**config.mk**
```make
export PLATFORM = sky130hd
export DESIGN_NAME = mem_access_unit
export DESIGN_NICKNAME = d
export VERILOG_FILES = /design/src/rtl/mem_access_unit.sv
export SDC_FILE = /design/constraint.sdc
export NUM_CORES = 1
export LEC_CHECK = 0
export CAP_MARGIN = 20
export CORE_MARGIN = 4
export CORE_UTILIZATION = 57
export DETAILED_ROUTE_END_ITERATION = 12
export GPL_ROUTABILITY_DRIVEN = 0
export GPL_TIMING_DRIVEN = 0
export HOLD_SLACK_MARGIN = 0.03
export PLACE_DENSITY = 0.9
export SLEW_MARGIN = 20
export SYNTH_ARGS = -nofsm -noshare
export SYNTH_HDL_FRONTEND = slang
export SYNTH_SLANG_ARGS = --single-unit
export TNS_END_PERCENT = 1
```
**constraint.sdc**
```tcl
create_clock -name clk -period 3.4 [get_ports clk]
set_clock_uncertainty 0.05 [all_clocks]
set_input_delay 0.51 -clock clk [delete_from_list [all_inputs] [get_ports clk]]
set_output_delay 0.51 -clock clk [all_outputs]
set_load 0.005 [all_outputs]
```
**src/rtl/mem_access_unit.sv**
```systemverilog
// ----------------------------------------------------------------------------
// mem_access_unit
//
// Purpose:
//   Load/store and instruction-fetch engine sitting between the multi-cycle
//   RV32I core FSM and the byte-wide system_ram. The core hands over one
//   request (byte, halfword or word, selected by the RISC-V funct3 width
//   code). The unit walks the individual RAM bytes in little-endian order,
//   assembles read bytes into a word or splits store data into bytes, applies
//   sign/zero extension to loads, and reports completion with a one-cycle
//   done pulse. Misaligned, out-of-range and illegal-width requests are
//   rejected with fault=1 before any RAM access is made.
//
// Parameters:
//   ADDR_WIDTH  - byte-address width of system_ram (width of ram_addr).
//   RAM_LATENCY - cycles from the edge that samples ram_addr/ram_rden until
//                 ram_q is valid; 1..3.
//
// Ports:
//   clk       in   system clock, rising edge
//   rst       in   asynchronous reset, active low
//   req       in   request strobe, only looked at while idle
//   we        in   1 = store, 0 = load/fetch (captured with req)
//   funct3    in   width code: 000 B, 001 H, 010 W, 100 BU, 101 HU
//   addr      in   32-bit byte address (captured with req)
//   wdata     in   store data, low bytes used (captured with req)
//   busy      out  high in every state except IDLE
//   done      out  one-cycle completion pulse
//   fault     out  valid with done; 1 = request rejected, no RAM access
//   rdata     out  extended load result, held until the next load completes
//   ram_addr  out  byte address to system_ram
//   ram_rden  out  RAM read enable
//   ram_wren  out  RAM write enable
//   ram_data  out  RAM write byte
//   ram_q     in   RAM read byte
// ----------------------------------------------------------------------------
module mem_access_unit #(
    parameter int ADDR_WIDTH  = 16,
    parameter int RAM_LATENCY = 1
) (
    input  logic                  clk,
    input  logic                  rst,
    input  logic                  req,
    input  logic                  we,
    input  logic [2:0]            funct3,
    input  logic [31:0]           addr,
    input  logic [31:0]           wdata,
    output logic                  busy,
    output logic                  done,
    output logic                  fault,
    output logic [31:0]           rdata,
    output logic [ADDR_WIDTH-1:0] ram_addr,
    output logic                  ram_rden,
    output logic                  ram_wren,
    output logic [7:0]            ram_data,
    input  logic [7:0]            ram_q
);

    typedef enum logic [2:0] {
        IDLE,
        CHECK,
        RD_ISSUE,
        RD_WAIT,
        WR_BYTE,
        DONE
    } state_t;

    // Value loaded into the wait counter when a read is issued; the counter
    // reaches zero in the last RD_WAIT cycle, when ram_q is valid.
    localparam logic [1:0] LAT_LAST = 2'(RAM_LATENCY - 1);

    // ------------------------------------------------------------------------
    // State and captured request
    // ------------------------------------------------------------------------
    state_t                  state_reg;
    logic                    we_reg;
    logic [2:0]              funct3_reg;
    logic [31:0]             addr_reg;
    logic [31:0]             wdata_reg;
    logic [1:0]              cnt_reg;       // byte index i within the access
    logic [1:0]              lat_cnt_reg;   // remaining RD_WAIT cycles - 1
    logic [31:0]             asm_reg;       // little-endian read assembly

    // Registered outputs
    logic                    busy_reg;
    logic                    done_reg;
    logic                    fault_reg;
    logic [31:0]             rdata_reg;
    logic [ADDR_WIDTH-1:0]   ram_addr_reg;
    logic                    ram_rden_reg;
    logic                    ram_wren_reg;
    logic [7:0]              ram_data_reg;

    // ------------------------------------------------------------------------
    // Request decode
    // ------------------------------------------------------------------------
    logic [1:0]            last_idx;       // n - 1
    logic                  last_byte;
    logic [1:0]            cnt_next;
    logic [ADDR_WIDTH-1:0] base_addr;
    logic                  width_bad;
    logic                  unsigned_store;
    logic                  misaligned;
    logic                  out_of_range;
    logic                  reject;

    always_comb begin
        case (funct3_reg[1:0])
            2'b00:   last_idx = 2'd0;
            2'b01:   last_idx = 2'd1;
            default: last_idx = 2'd3;
        endcase
    end

    assign last_byte = (cnt_reg == last_idx);
    assign cnt_next  = cnt_reg + 2'd1;
    assign base_addr = addr_reg[ADDR_WIDTH-1:0];

    // 011, 110 and 111 are not load/store widths in RV32I.
    assign width_bad      = (funct3_reg == 3'b011) || (funct3_reg[2:1] == 2'b11);
    // The unsigned variants only exist for loads.
    assign unsigned_store = we_reg && funct3_reg[2];
    assign misaligned     = ((funct3_reg[1:0] == 2'b01) && addr_reg[0]) ||
                            ((funct3_reg[1:0] == 2'b10) && (addr_reg[1:0] != 2'b00));
    // Any address bit above the RAM's byte-address range is an error.
    assign out_of_range   = ((addr_reg >> ADDR_WIDTH) != 32'd0);
    assign reject         = width_bad || unsigned_store || misaligned || out_of_range;

    // ------------------------------------------------------------------------
    // Byte lanes
    //   lane_byte : the assembly register as it will look after this edge,
    //               i.e. with the byte arriving on ram_q already merged in.
    //               The extension logic works on this view so that rdata can
    //               be written on the same edge that captures the last byte.
    //   wbyte     : store data split into bytes.
    // ------------------------------------------------------------------------
    logic       capture;
    logic [7:0] lane_byte [4];
    logic [7:0] wbyte     [4];

    assign capture = (state_reg == RD_WAIT) && (lat_cnt_reg == 2'd0);

    genvar gi;
    generate
        for (gi = 0; gi < 4; gi++) begin : g_lane
            assign lane_byte[gi] = (capture && (cnt_reg == 2'(gi))) ? ram_q
                                                                     : asm_reg[8*gi +: 8];
            assign wbyte[gi]     = wdata_reg[8*gi +: 8];
        end
    endgenerate

    // ------------------------------------------------------------------------
    // Load extension
    // ------------------------------------------------------------------------
    logic [31:0] ext_data;

    always_comb begin
        ext_data = {lane_byte[3], lane_byte[2], lane_byte[1], lane_byte[0]};
        case (funct3_reg)
            3'b000:  ext_data = {{24{lane_byte[0][7]}}, lane_byte[0]};
            3'b001:  ext_data = {{16{lane_byte[1][7]}}, lane_byte[1], lane_byte[0]};
            3'b100:  ext_data = {24'd0, lane_byte[0]};
            3'b101:  ext_data = {16'd0, lane_byte[1], lane_byte[0]};
            default: ext_data = {lane_byte[3], lane_byte[2], lane_byte[1], lane_byte[0]};
        endcase
    end

    // ------------------------------------------------------------------------
    // Control FSM. All outputs are registered and set on the transition into
    // the state in which they must be visible.
    // ------------------------------------------------------------------------
    always_ff @(posedge clk or negedge rst) begin
        if (!rst) begin
            state_reg    <= IDLE;
            we_reg       <= 1'b0;
            funct3_reg   <= 3'd0;
            addr_reg     <= 32'd0;
            wdata_reg    <= 32'd0;
            cnt_reg      <= 2'd0;
            lat_cnt_reg  <= 2'd0;
            asm_reg      <= 32'd0;
            busy_reg     <= 1'b0;
            done_reg     <= 1'b0;
            fault_reg    <= 1'b0;
            rdata_reg    <= 32'd0;
            ram_addr_reg <= '0;
            ram_rden_reg <= 1'b0;
            ram_wren_reg <= 1'b0;
            ram_data_reg <= 8'd0;
        end else begin
            done_reg <= 1'b0;

            case (state_reg)
                IDLE: begin
                    if (req) begin
                        we_reg     <= we;
                        funct3_reg <= funct3;
                        addr_reg   <= addr;
                        wdata_reg  <= wdata;
                        cnt_reg    <= 2'd0;
                        busy_reg   <= 1'b1;
                        state_reg  <= CHECK;
                    end
                end

                CHECK: begin
                    if (reject) begin
                        done_reg  <= 1'b1;
                        fault_reg <= 1'b1;
                        state_reg <= DONE;
                    end else if (we_reg) begin
                        ram_addr_reg <= base_addr;
                        ram_data_reg <= wbyte[0];
                        ram_wren_reg <= 1'b1;
                        state_reg    <= WR_BYTE;
                    end else begin
                        ram_addr_reg <= base_addr;
                        ram_rden_reg <= 1'b1;
                        state_reg    <= RD_ISSUE;
                    end
                end

                RD_ISSUE: begin
                    // ram_addr stays put while waiting for the data.
                    ram_rden_reg <= 1'b0;
                    lat_cnt_reg  <= LAT_LAST;
                    state_reg    <= RD_WAIT;
                end

                RD_WAIT: begin
                    if (lat_cnt_reg != 2'd0) begin
                        lat_cnt_reg <= lat_cnt_reg - 2'd1;
                    end else begin
                        asm_reg[8*cnt_reg +: 8] <= ram_q;
                        if (last_byte) begin
                            rdata_reg <= ext_data;
                            done_reg  <= 1'b1;
                            fault_reg <= 1'b0;
                            state_reg <= DONE;
                        end else begin
                            cnt_reg      <= cnt_next;
                            ram_addr_reg <= base_addr + ADDR_WIDTH'(cnt_next);
                            ram_rden_reg <= 1'b1;
                            state_reg    <= RD_ISSUE;
                        end
                    end
                end

                WR_BYTE: begin
                    if (last_byte) begin
                        ram_wren_reg <= 1'b0;
                        done_reg     <= 1'b1;
                        fault_reg    <= 1'b0;
                        state_reg    <= DONE;
                    end else begin
                        cnt_reg      <= cnt_next;
                        ram_addr_reg <= base_addr + ADDR_WIDTH'(cnt_next);
                        ram_data_reg <= wbyte[cnt_next];
                    end
                end

                DONE: begin
                    busy_reg  <= 1'b0;
                    fault_reg <= 1'b0;
                    state_reg <= IDLE;
                end

                default: begin
                    busy_reg     <= 1'b0;
                    ram_rden_reg <= 1'b0;
                    ram_wren_reg <= 1'b0;
                    state_reg    <= IDLE;
                end
            endcase
        end
    end

    assign busy     = busy_reg;
    assign done     = done_reg;
    assign fault    = fault_reg;
    assign rdata    = rdata_reg;
    assign ram_addr = ram_addr_reg;
    assign ram_rden = ram_rden_reg;
    assign ram_wren = ram_wren_reg;
    assign ram_data = ram_data_reg;

endmodule

```
==> results of run 1 <==
-- layer usage --
layer / vias to the layer above / track usage (%)
met5: - / 0
met4: 0 / 9.57
met3: 45 / 6.52
met2: 258 / 43.2
met1: 2936 / 31.9
li1: 2698 / -
-- final timing paths --
kind,endpoint,slack [ps],cells after the start
max in group asynchronous,wdata_reg[13],2470,2
worst min register to register,asm_reg[19],410,2
min in group clk,asm_reg[15],390,3
worst min-delay path,rdata[31],10,1
worst max-delay path,ram_data[3],540,8
worst max register to register,ram_data[3],540,8
-- power by group through the flow --
stage / clock (W) / sequential (W) / combinational (W)
finish: 0.00211 / 0.00313 / 0.00326
global route: 0.00223 / 0.00320 / 0.00354
CTS: 0.00213 / 0.00312 / 0.00327
detailed placement: 0 / 0.00313 / 0.00323
global placement: 0 / 0.00308 / 0.00307
floorplan: 0 / 0.00301 / 0.00221
-- cells by family after synthesis --
kind of cell             after synthesis
AO/OA/AOI/OAI                        116
XOR/XNOR                              14
adder cells (fa/ha/maj)                8
buffers and inverters                 57
flip-flops                           168
multiplexers                         113
AND/OR/NAND/NOR                      200
-- placed cells by master (no fill, tap or decap), drive strengths merged, types with 8 or more instances in the layout --
master | netlist | final
o21ai | 14 | 14
clkbuf | 28 | 54
o221ai | 8 | 8
a21oi | 27 | 27
dfrtp | 168 | 168
nor3b | 10 | 10
xnor2 | 14 | 14
o22a | 24 | 24
inv | 14 | 14
nand2 | 113 | 113
clkdlybuf4s50 | 0 | 130
nor2 | 25 | 25
nor4 | 9 | 9
mux2 | 93 | 93
a21boi | 16 | 16
mux2i | 20 | 20
a22o | 10 | 10
buf | 15 | 17
-- layout make-up --
| class | instances | share of cell area (%) |
|---|---|---|
| multi-input combinational | 451 | 33.6 |
| clock buffer | 26 | 5.26 |
| buffer | 43 | 2.03 |
| inverter | 14 | 0.522 |
| tap | 176 | 2.19 |
| sequential | 168 | 41.7 |
| timing repair buffer | 132 | 13.3 |
| clock inverter | 6 | 1.32 |
-- stage by stage --
| step | std cells | utilization (%) | power [W] |
|---|---|---|---|
| 2_1_floorplan | 676 | - | 0.00522 |
| 3_3_place_gp | 983 | 70.2 | 0.00616 |
| 3_5_place_dp | 984 | 70.5 | 0.00636 |
| 4_1_cts | 1016 | 75.4 | 0.00852 |
| 5_1_grt | 1016 | 75.4 | 0.00896 |
| 6_report | 1016 | 75.4 | 0.00851 |
-- cells in the mapped netlist, drive strengths merged (7+ instances only) --
library cell  count
a21boi           16
a21oi            27
a22o             10
buf              15
clkbuf           28
dfrtp           168
ha                7
inv              14
mux2             93
mux2i            20
nand2           113
nand4             7
nor2             25
nor3b            10
nor4              9
o21ai            14
o221ai            8
o22a             24
xnor2            14
==> out/results.tsv, run 1 <==
stage	metric	value	unit
drt	wl on met1	7780	um
critical_path	Slowest cell on crit path	clkbuf_1	
cts	CTS tree	built	
synthesis	number of synthesized flops with an enable pin	0	
synthesis	compound-cell area share of the yosys netlist	11.0	%
critical_path	WP buf/inv	3	
drt	post-route DRC violation count	0	
sta	Rel. slew slack	30.5	%
pwr	clock power share	24.8	%
cts	Longest Clk Path Bufs	2	
sta	worst hold margin	10.7	ps
global_route	gr usage total	25.5	%
critical_path	CP Data Arrival Time	3150	ps
synthesis	syn nets	763	
drt	Routed Antenna Nets	0	
critical_path	endpoint class of the critical path	flip-flop	
finish	Layout Nets	914	
global_route	first-pass GRT wire length	31900	um
synthesis	top_reg_cell synth	dfrtp_1	
critical_path	WP data required	3690	ps
pwr	Psw	0.00278	W
cts	Clock Root Buffer	clkbuf_16	
drt	initial detailed-routing violation count	479	
placed_design	port bufs	131	
sta	Slew @ Worst Pin	1030	ps
drt	wire per inst	19.2	um
synthesis	top cell type's share of synthesized area	53.6	%
critical_path	reg-to-reg critical path startpoint	cnt_reg[0]	
die	CORE AREA	0.0133	mm^2
hold_path	worst hold path type	input port to asynchronous set/reset pin	
synthesis	xor/xnor cell area share of the yosys netlist	1.56	%
job	Max Cap Viol	0	
finish	Fillers	845	
sta	Hold Violations, Final	0	
synthesis	cell type contributing the most total cell area after synthesis	dfrtp_1	
drt	via count	5937	
critical_path	Max stage delay on crit path	560	ps
synthesis	YS warnings	0	
pwr	sw frac	32.6	%
critical_path	Critical Path Start	cnt_reg[0]	
drt	WL met3	1360	um
cts	post-CTS resize count	0	
sta	final setup vio count	0	
synthesis	main combinational cell family by area after synthesis	multiplexers	
drt	routed wl met2	9860	um
global_route	largest net degree at the start of global routing	86	
die	Initial Utilization	58.8	%
critical_path	most used cell, CP	clkbuf_1	
synthesis	syn_area_per_cell	11.6	um^2
finish	final instance area	0.0101	mm^2
die	Vert. Die Dim	125	um
sta	unrepaired setup endpoints after global routing	no	
synthesis	#FFs+latches synth	168	
drt	Vias/cell	5.84	
finish	Area growth, synth to finish	28.4	%
drt	Post-Route WL	19500	um
die	IO Count	140	
synthesis	Synth area leaders	dfrtp_1 (54%), mux2_2 (11%), nand2_1 (5.3%)	
die	total die area	0.0157	mm^2
placed_design	pre-CTS WS	532	ps
placed_design	Post-Place Cell Area	0.00941	mm^2
synthesis	register area share after synthesis	53.6	%
global_route	number of global-route vias before repair	6348	
outcome	status	complete, no violations	
synthesis	post-synthesis adder-cell area fraction	1.37	%
critical_path	Worst Path Max Fanout	10	
sta	Worst Slack Setup Final	539	ps
critical_path	Crit Path Class	flip-flop to flip-flop	
sta	minimum clock period	2860	ps
synthesis	Synth cell types	56	
synthesis	simple-gate share of the synthesized area	12.8	%
cts	Clock transition at path regs	60	ps
global_route	total grt overflow	0	
sta	Fmax	0.350	GHz
pwr	worst IR drop on VDD	509	uV
pwr	Pwr per Cell Area	845	mW/mm^2
die	Rows	42	
sta	Final TNS setup	0	ps
cts	H-tree Lvls	4	
pwr	Seq pwr share	36.8	%
finish	fraction of layout cells with a size suffix above 1	18.1	%
critical_path	CP delay by family, top	buffers and inverters	
critical_path	Critical Path Source Type	flip-flop	
synthesis	Mapped Cells	676	
cts	clk sinks	168	
drt	Top Layer Used	met4	
sta	ratio of final minimum period to clock period	84.2	%
cts	setup bufs post-CTS	0	
pwr	P_leak	4.24	nW
pwr	Int Power	0.00573	W
synthesis	ys async rst share	100	%
global_route	initial antenna violation count	0	
placed_design	Detail Placement HPWL	14000	um
synthesis	mux share of post-synthesis cell area	16.4	%
die	chip width	125	um
cts	CTS buffer count	17	
finish	ant diodes	0	
finish	sequential cell area	0.00420	mm^2
drt	1st-pass router iterations	5	
cts	worst skew pair latency	430	ps
cts	CTS hold repair buffers	0	
synthesis	cell area after synthesis	0.00784	mm^2
finish	area of the multi-input gates	0.00338	mm^2
sta	Max Slew Vio Count	0	
pwr	Comb pwr share	38.3	%
critical_path	CP cell instances	inv_1 > ha_1 > clkbuf_1 > clkbuf_1 > nor2_1 > o21ai_0 > o221ai_1 > mux2i_1	
Power figures use the tool's default switching activity.
==> inputs of run 2 (changes only) <==
Settings changed: CORE_UTILIZATION 57 to 48, PLACE_DENSITY 0.9 to 0.81.
Clock period 3.4 ns to 2.6 ns, I/O delays scaled along.
==> run 2 against run 1 <==
Critical path type unchanged; via count down 3.2%; critical endpoint is now ram_addr[5]; cell count up 3.8%; utilization down 12 points.
==> out/results.tsv, run 2 (synthesis results as in run 1) <==
stage	metric	value	unit
drt	1st-pass router iterations	5	
drt	post-route DRC violation count	0	
cts	setup bufs post-CTS	0	
global_route	initial antenna violation count	1	
pwr	worst IR drop on VDD	609	uV
drt	Routed Antenna Nets	0	
placed_design	placed cells	1024	
finish	Area growth, synth to finish	29.0	%
pwr	P_leak	4.23	nW
critical_path	endpoint class of the critical path	flip-flop	
finish	Final Core Density	63.5	%
pwr	Psw	0.00355	W
drt	initial detailed-routing violation count	501	
sta	minimum clock period	2470	ps
outcome	status	complete, no violations	
pwr	Pwr per Cell Area	1070	mW/mm^2
pwr	Seq pwr share	37.3	%
sta	final setup vio count	0	
global_route	number of global-route vias before repair	5854	
finish	Layout Nets	915	
finish	ant diodes	0	
die	Initial Utilization	49.2	%
global_route	total grt overflow	0	
global_route	first-pass GRT wire length	29900	um
sta	ratio of final minimum period to clock period	94.9	%
sta	Rel. slew slack	41.8	%
finish	most frequent cells in the layout	dfrtp_1 (167), clkdlybuf4s50_1 (130), nand2_1 (110), mux2_2 (78), clkbuf_1 (27)	
pwr	clock power share	23.8	%
critical_path	Worst Path Max Fanout	8	
pwr	Comb pwr share	39.0	%
die	CORE AREA	0.0159	mm^2
sta	Max Slew Vio Count	0	
critical_path	CP Data Arrival Time	2730	ps
job	Max Cap Viol	0	
finish	fraction of layout cells with a size suffix above 1	18.6	%
critical_path	Crit Path Class	flip-flop to flip-flop	
cts	CTS tree	built	
global_route	gr usage total	20.7	%
placed_design	Post-Place Cell Area	0.00946	mm^2
sta	Fmax	0.405	GHz
placed_design	Detail Placement HPWL	13100	um
hold_path	worst hold path type	input port to flip-flop	
die	Vert. Die Dim	136	um
cts	H-tree Lvls	4	
finish	most common cell after layout, fill and taps aside	dfrtp_1	
cts	worst skew pair latency	430	ps
cts	Clock Root Buffer	clkbuf_16	
die	IO Count	140	
finish	final std cells w/o fill	1055	
drt	wire per inst	17.7	um
cts	CTS buffer count	17	
die	Rows	46	
die	total die area	0.0184	mm^2
sta	unrepaired setup endpoints after global routing	no	
cts	Clock transition at path regs	60	ps
pwr	Int Power	0.00732	W
critical_path	WP data required	2860	ps
cts	clk sinks	168	
drt	via count	5748	
sta	Hold Violations, Final	0	
die	chip width	136	um
critical_path	Critical Path Source Type	flip-flop	
global_route	largest net degree at the start of global routing	95	
drt	Post-Route WL	18600	um
placed_design	port bufs	131	
cts	Longest Clk Path Bufs	2	
drt	Vias/cell	5.45	
pwr	sw frac	32.6	%
finish	final instance area	0.0101	mm^2
sta	Slew @ Worst Pin	866	ps
==> run 2: cell count changes in the layout (fill, tap and decap cells not counted), sizes merged <==
| cell | previous run | this run |
|---|---|---|
| clkbuf | 54 | 50 |
| clkinv | 1 | 3 |
| bufinv | 4 | 3 |
| clkinvlp | 1 | 2 |
| dlygate4sd3 | 0 | 1 |
==> run 2: worst max-delay path, cell delays in order, from the launching register on <==
cell     delay, ps
dfrtp_2        460
inv_2          190
ha_1           330
ha_1           310
a21oi_1        120
a21oi_2        290
nand4_1        160
xnor2_1        160
mux2_4         270
==> run 2: layout make-up <==
class	instances	area, um^2
plain buffers	43	206
clock buffers	22	484
clock inverters	8	120
fillers	1253	5830
inverters	14	52.6
multi-input cells	451	3420
flip-flops and latches	168	4210
well taps	216	270
repair buffers	133	1350
==> run 2: power by group through the flow <==
| stage | Combinational [W] | Sequential, W | Clock, W |
|---|---|---|---|
| after floorplan | 0.00289 | 0.00394 | 0 |
| final | 0.00423 | 0.00405 | 0.00258 |
| after CTS | 0.00423 | 0.00405 | 0.00262 |
| after global routing | 0.00460 | 0.00417 | 0.00272 |
| after global placement | 0.00406 | 0.00405 | 0 |
| after detailed placement | 0.00417 | 0.00408 | 0 |
==> run 2: stage by stage <==
stage / setup WS (ps) / total power, W / hold WS, ps / setup TNS [ps]
floorplan: 375 / 0.00683 / 44.4 / 0
global placement: -5830 / 0.00811 / 389 / -979410
detailed placement: -282 / 0.00824 / 351 / -2720
CTS: 31.0 / 0.0109 / 232 / 0
global route: 20.1 / 0.0115 / 252 / 0
finish: 133 / 0.0109 / 244 / 0
==> run 2: path summary, 6_finish.rpt <==
check | start | end | slack, ps | depth (start not counted)
max in group asynchronous | rst | wdata_reg[10] | 1170 | 3
min in group asynchronous | rst | rdata[25] | 470 | 2
worst min register to register | asm_reg[16] | asm_reg[16] | 410 | 2
worst max register to register | cnt_reg[0] | ram_addr[5] | 130 | 8
worst min-delay path | ram_q[7] | asm_reg[23] | 240 | 3
worst max-delay path | cnt_reg[0] | ram_addr[5] | 130 | 8
==> run 2: routing by layer <==
layer | up-vias | GRT usage [%] | wire, um
met2 | 157 | 33.5 | 8880
met4 | 2 | 8.01 | 481
met1 | 2849 | 27.0 | 8290
li1 | 2695 | - | -
met5 | - | 0 | 18
met3 | 45 | 5.11 | 978
==> run 2: timing repair <==
item                       CTS  global route
gates resized for setup      5             4
pin swaps                    0             0
hold endpoints to repair    74             0
setup endpoints to repair   24            35
hold buffers                 1             0
==> inputs of run 3 (changes only) <==
Settings changed: TNS_END_PERCENT 1 to 50.
==> results of run 3 <==
Same layout as run 2: the final DEF is identical, and so are final timing and power.
